$ cat src/rtl/mux_scan_nx1.sv
// rtl/mux_scan_nx1.sv - NUM_CH:1 registered mux with DIRECT select and one-shot SCAN sweep
// Output word is loaded only when the register is empty or being accepted.
module mux_scan_nx1 #(
  parameter int WIDTH  = 1,
  parameter int NUM_CH = 16,
  parameter int SEL_W  = $clog2(NUM_CH)
) (
  input  logic                    clk,
  input  logic                    rst,
  input  logic [NUM_CH*WIDTH-1:0] in,
  input  logic [SEL_W-1:0]        sel,
  input  logic                    mode,
  input  logic [NUM_CH-1:0]       ch_en,
  input  logic                    start,
  output logic [WIDTH-1:0]        out_data,
  output logic [SEL_W-1:0]        out_ch,
  output logic                    out_valid,
  input  logic                    out_ready,
  output logic                    sel_err,
  output logic                    busy,
  output logic                    done
);

  typedef enum logic {IDLE, SCAN} state_t;

  localparam logic [SEL_W:0]   NUM_CH_W = (SEL_W+1)'(NUM_CH);
  localparam logic [SEL_W-1:0] LAST_CH  = SEL_W'(NUM_CH - 1);

  state_t            state_q, state_d;
  logic [SEL_W-1:0]  ptr_q, ptr_d;
  logic [NUM_CH-1:0] mask_q, mask_d;
  logic [WIDTH-1:0]  data_d;
  logic [SEL_W-1:0]  ch_d;
  logic              valid_d, err_d, done_d;
  logic [WIDTH-1:0]  sel_word, ptr_word;
  logic              mask_bit, slot;

  // Compare indices at SEL_W+1 bits so out-of-range selects match no channel.
  always_comb begin
    sel_word = '0;
    ptr_word = '0;
    mask_bit = 1'b0;
    for (int k = 0; k < NUM_CH; k++) begin
      if ({1'b0, sel} == k[SEL_W:0])
        sel_word = in[k*WIDTH +: WIDTH];
      if ({1'b0, ptr_q} == k[SEL_W:0]) begin
        ptr_word = in[k*WIDTH +: WIDTH];
        mask_bit = mask_q[k];
      end
    end
  end

  assign slot = !out_valid | out_ready;

  always_comb begin
    state_d = state_q;
    ptr_d   = ptr_q;
    mask_d  = mask_q;
    data_d  = out_data;
    ch_d    = out_ch;
    valid_d = out_valid;
    err_d   = sel_err;
    done_d  = 1'b0;
    case (state_q)
      IDLE: begin
        if (!mode) begin
          if (slot) begin
            ch_d    = sel;
            valid_d = 1'b1;
            if ({1'b0, sel} < NUM_CH_W) begin
              data_d = sel_word;
              err_d  = 1'b0;
            end else begin
              data_d = '0;
              err_d  = 1'b1;
            end
          end
        end else begin
          if (slot) begin
            valid_d = 1'b0;
            err_d   = 1'b0;
          end
          if (start) begin
            mask_d  = ch_en;
            ptr_d   = '0;
            state_d = SCAN;
          end
        end
      end
      SCAN: begin
        if (slot) begin
          err_d = 1'b0;
          if (mask_bit) begin
            data_d  = ptr_word;
            ch_d    = ptr_q;
            valid_d = 1'b1;
          end else begin
            valid_d = 1'b0;
          end
          if (ptr_q == LAST_CH) begin
            state_d = IDLE;
            done_d  = 1'b1;
            ptr_d   = '0;
          end else begin
            ptr_d = ptr_q + 1'b1;
          end
        end
      end
      default: state_d = IDLE;
    endcase
  end

  always_ff @(posedge clk) begin
    if (rst) begin
      state_q   <= IDLE;
      ptr_q     <= '0;
      mask_q    <= '0;
      out_data  <= '0;
      out_ch    <= '0;
      out_valid <= 1'b0;
      sel_err   <= 1'b0;
      done      <= 1'b0;
    end else begin
      state_q   <= state_d;
      ptr_q     <= ptr_d;
      mask_q    <= mask_d;
      out_data  <= data_d;
      out_ch    <= ch_d;
      out_valid <= valid_d;
      sel_err   <= err_d;
      done      <= done_d;
    end
  end

  assign busy = (state_q == SCAN);

endmodule

$ cat config.mk
export PLATFORM = sky130hd
export DESIGN_NAME = mux_scan_nx1
export DESIGN_NICKNAME = d
export VERILOG_FILES = /design/src/rtl/mux_scan_nx1.sv
export SDC_FILE = /design/constraint.sdc
export NUM_CORES = 1
export LEC_CHECK = 0
export CORE_ASPECT_RATIO = 1.25
export CORE_UTILIZATION = 48
export DETAILED_ROUTE_END_ITERATION = 12
export PLACE_DENSITY = 0.78
export RECOVER_POWER = 25
export SLEW_MARGIN = 5
export SYNTH_ARGS = -nofsm -noshare
export SYNTH_HDL_FRONTEND = slang
export SYNTH_SLANG_ARGS = --single-unit
$ cat constraint.sdc
create_clock -name clk -period 2.45 [get_ports clk]
set_input_delay 0.6125 -clock clk [delete_from_list [all_inputs] [get_ports clk]]
set_output_delay 0.6125 -clock clk [all_outputs]
set_load 0.02 [all_outputs]
==> Yosys cells after proc, flatten, opt, wreduce, memory -nomap -nowiden <==
Cells that the tools add are included.
{ "classes": {"reduce_logical": 8, "eq_ne": 36, "addsub": 1, "n_mux": 75, "bitwise_logic": 3} }
{ "ops": {"columns": ["operator", "n"], "rows": [
  ["equality test 4 bit (second input constant)", 16],
  ["2-to-1 mux 1 bit", 62],
  ["equality test 4 x 3 -> 1 bit (second input constant)", 8],
  ["2-to-1 mux 4 bit", 8],
  ["equality test 4 x 2 -> 1 bit (second input constant)", 4],
  ["one-hot mux 4 bit (2 select lines)", 2],
  ["equality test 4 x 1 -> 1 bit (second input constant)", 2],
  ["zero test 4 bit", 2],
  ["!= test 2 bit (second input constant)", 4],
  ["one-hot mux 1 bit (2 select lines)", 3],
  ["AND reduction 3 bit", 2],
  ["adder 4 x 1 -> 4 bit (second input constant)", 1],
  ["!= test 2 x 1 -> 1 bit (second input constant)", 2],
  ["AND reduction 4 bit", 1],
  ["OR reduction 3 bit", 1],
  ["NOT 1 bit", 2],
  ["AND reduction 2 bit", 1],
  ["zero test 1 bit", 1],
  ["bitwise OR 1 bit", 1]
]} }
{ "word_totals": {"register_bits": 29, "output_inout_bits": 9, "wordCells": 131, "input_bits": 41} }

==> Longest topological paths before layout <==
Gate-level depths: netlist (run 1).
{ "logic_depth": {"depth_word": 20, "depth_mapped": 10, "depth_no_buf": 8} }

==> Worst setup path after synthesis (run 1) <==
Ideal clock, no wire load.
{ "synth_timing": {"path_type": "reg-to-reg", "from": "register ptr_q[0]", "to": "register out_data", "path_buffers": 2, "t_required_ps": 2359, "stages_incl_launch_ff": 10, "arrival_time_ps": 2109, "path_slack_ps": 250, "cell_sequence": "dfxtp_1 inv_1 ha_1 buf_6 buf_6 o41ai_4 o211ai_2 a221oi_4 nor2_1 a311oi_1"} }
{ "synth_between": {"elab_chain_cells": 20, "elab_cells_between_ends": 53, "cone_classes": "16 x eq/ne; 35 x mux; 2 x reduce/logical"} }
{ "synth_lines": {"columns": ["element", "line_no", "text"], "rows": [
  ["from (decl)", "30", "logic [SEL_W-1:0] ptr_q, ptr_d;"],
  ["from (signal assigned)", "125", "ptr_q <= ptr_d;"],
  ["zero test 4 bit", "46", "if ({1'b0, ptr_q} == k[SEL_W:0]) begin"],
  ["2-to-1 mux 1 bit (16 in series)", "46", null],
  ["2-to-1 mux 1 bit", "93", "if (mask_bit) begin"],
  ["2-to-1 mux 1 bit", "91", "if (slot) begin"],
  ["one-hot mux 1 bit (2 select lines)", "64", "case (state_q)"],
  ["to (signal assigned)", "127", "out_data <= data_d;"],
  ["to (decl)", "15", "output logic [WIDTH-1:0] out_data,"]
]} }
Several ways; a longest one is shown, not always the timed one. The select of a mux whose other input is x is not followed.
A chain may end at the register's enable or synchronous reset.

==> Worst setup path after layout (run 1) <==
Ends and elaborated chain as after synthesis.

==> results.toml, run 1 <==
[route]
drt_pass1_iterations = 9
wire_per_inst_um = 13.4
ant_nets = 0
drc_errors = 4
drt_iter0_drc = 69
routed_wl_um = 4410
drt-vias-per-instance = 5.60
via_count = 1836

[die]
fp.dieH_um = 71.5
pin_count = 50
coreArea_um2 = 3600
start_util_pct = 51.5
rows = 24
die_w_um = 57.6
die_area_um2 = 4120

[critical_path]
worstPathArrival_ns = 2.43
cp-endpoint = "out_data$_SDFFE_PP0P_"
rrSetupSlack_ns = 0.21
r2r_end = "out_data$_SDFFE_PP0P_"
cp_top_family = "compound AO/OA/AOI/OAI gates"
crit_fanout = 10
crit_required_ns = 2.64
rr_startpoint = "ptr_q[0]$_SDFFE_PP0P_"
critPathKind = "register to register"
startpoint = "ptr_q[0]$_SDFFE_PP0P_"
worstRegToRegCells = 9
path_buf_inv = 2
end_kind = "register"
crit_path_max_incr_delay_ns = 0.40
cp_slowest_cell = "dfxtp_1"
start_kind = "register"
cp_cell_sequence = "inv_1, ha_2, nor3b_1, o41ai_4, o211ai_2, a221oi_4, buf_4, nor2_1, a311oi_1"
worst-path-stages = 9

[synth]
ys_ff_latch = 28
synth_warnings = 0
ys_seq_area_share_pct = 30.2
synth_cells = 239
syn_nets = 284
synth_edf_count = 0
mappedNetlistArea_um2 = 1860
synth_area_per_cell_um2 = 7.77
ys_types = 50
async_reset_ff_share_pct = 0
synth_ff_type = "dfxtp_1"

[sta]
tns_ns = 0
rsz0062_at_grt = "false"
post-route-period-util_pct = 91.6
max_freq_mhz = 445
finalWorstSetupSlack_ns = 0.205
setup_viol_count_final = 0
hold_violations = 0
fin_crit_ns = 2.24
fin_skew_ns = 0.00168
slew-limit-headroom_pct = 39.4
finalMaxSlewViolations = 0
worst_pin_slew_ns = 0.908

[power_and_ir_drop]
peakVddDrop_mv = 0.261
cellPowerDensity_nw_per_um2 = 423
p_leak_uw = 0.000910

[cells_and_area]
nNetsFinal = 336
syn_to_final_growth_pct = 32.4
final_area_um2 = 2460
antennaDiodeCount = 0
fin_util_pct = 68.2
drive_gt1_share_pct = 11.1
layout.cells.non_filler = 328

[min_path]
min_from = "mask_q[11]$_SDFFE_PP0P_"
min_path_type = "register to register"

[grt]
track_usage_pct = 23.0
overflow = 0
grt_first_pass_wirelength_um = 7510
grt_pass1_vias = 1774
antenna_found_initial = 0
grt_start_max_net_pins = 29

[placed_design]
port_buffers = 48
dp_cells = 325
gp_congestion = 0.888
place_area_um2 = 2410
dpl.hpwl_um = 3350
dp_slack_ns = 0.0920

[clocking]
cts_tree = "built"
clock_latency_ns = 0.27
clockBufferDepth = 2
clock-sinks = 28
cts_buffers = 3
cts.root.buffer_cell = "clkbuf_8"
cts.clk_slew.worst_paths_ns = 0.08
cts_max_level = 1
postCtsSetupBuffers = 0

[status]
status = "complete, but fails checks"
violations = "DRC"

[flow_run]
drv_cap = 0
[power by group]
group / internal [µW] / switching [µW] / leakage (µW) / total [µW]
Clock: 110 / 130 / 0.0000216 / 241
Sequential: 480 / 16.5 / 0.000229 / 497
Combinational: 163 / 140 / 0.000660 / 304
Total: 754 / 287 / 0.000910 / 1040
[stage by stage]
stage	power [µW]	hold slack (ns)
after floorplan	677	0.433
after global placement	807	0.442
after detailed placement	810	0.448
after CTS	1050	0.460
after global routing	1100	0.481
final	1040	0.458
[synth_stat cells (all sizes together) (7+ instances only)]
| library cell | count | share of area, % |
|---|---|---|
| inv | 8 | 1.6 |
| dfxtp | 28 | 30 |
| nand2 | 46 | 9.3 |
| clkbuf | 8 | 1.6 |
| a21oi | 30 | 8.1 |
| nor2 | 14 | 2.8 |
| o21ai | 7 | 1.9 |
| nor2b | 9 | 3.0 |
| mux2i | 14 | 7.5 |
| buf | 12 | 4.8 |
[placed cells by master (no fill, tap or decap), types with 4 or more instances in the layout]
| master | count |
|---|---|
| nor2b_1 | 9 |
| clkdlybuf4s50_1 | 47 |
| mux2i_1 | 14 |
| o21ai_0 | 7 |
| inv_1 | 7 |
| nand3_1 | 4 |
| nor3_1 | 4 |
| nor2_1 | 14 |
| a21oi_1 | 30 |
| a211oi_1 | 4 |
| nand2_1 | 46 |
| dfxtp_1 | 28 |
| buf_4 | 19 |
[final cells by class]
cell class	instances	area [µm²]
Multi-Input combinational cell	183	1150
Fill cell	336	1140
Timing Repair Buffer	67	623
Sequential cell	28	561
Tap cell	39	48.8
Clock buffer	3	41.3
Inverter	8	30.0
[what timing repair did]
| action | in CTS | in global routing |
|---|---|---|
| setup endpoints to repair | 0 | 5 |
| hold endpoints to repair | 0 | 0 |
| resized for setup | 0 | 3 |
| hold buffers | 0 | 0 |
[kinds of logic after synthesis]
family	share of synthesized area, %
compound gates	27.1
xor+xnor	0.472
fa+ha+maj	2.70
buf+inv	8.02
flops	30.2
mux	8.15
other cells	0.202
simple gates	23.2
[flip-flops by register name (all words and copies together) (netlist names)]
| signal | flops |
|---|---|
| ptr_q | 4 |
| out_ch | 4 |
| mask_q | 16 |
| out_valid | 1 |
| out_data | 1 |
| done | 1 |
| busy | 1 |
[per-layer routing]
layer / GRT usage [%] / vias up / wire, µm
li1: - / 945 / -
met1: 25.5 / 830 / 1800
met2: 44.2 / 57 / 2320
met3: 3.43 / 4 / 234
met4: 6.78 / 0 / 50
met5: 0 / - / 0
[worst min path at each step]
stage                                    endpoint  cells past startpoint
after global placement    mask_q[11]$_SDFFE_PP0P_                      2
after floorplan           mask_q[15]$_SDFFE_PP0P_                      2
after global routing      mask_q[13]$_SDFFE_PP0P_                      2
final                     mask_q[11]$_SDFFE_PP0P_                      2
after detailed placement  mask_q[11]$_SDFFE_PP0P_                      2
after CTS                 mask_q[11]$_SDFFE_PP0P_                      2
[worst register-to-register path: stages, from the launching register on]
cell      delay [ns]
dfxtp_1         0.40
inv_1           0.10
ha_2            0.25
nor3b_1         0.18
o41ai_4         0.30
o211ai_2        0.17
a221oi_4        0.29
buf_4           0.20
nor2_1          0.05
a311oi_1        0.22
No activity file was read; power rests on OpenSTA's default activity.
==> run 2, diff against run 1 <==
- CTS_CLUSTER_DIAMETER: default -> 100
==> results of run 2 <==
The final DEF is identical to that of run 1; final timing and power are the same.
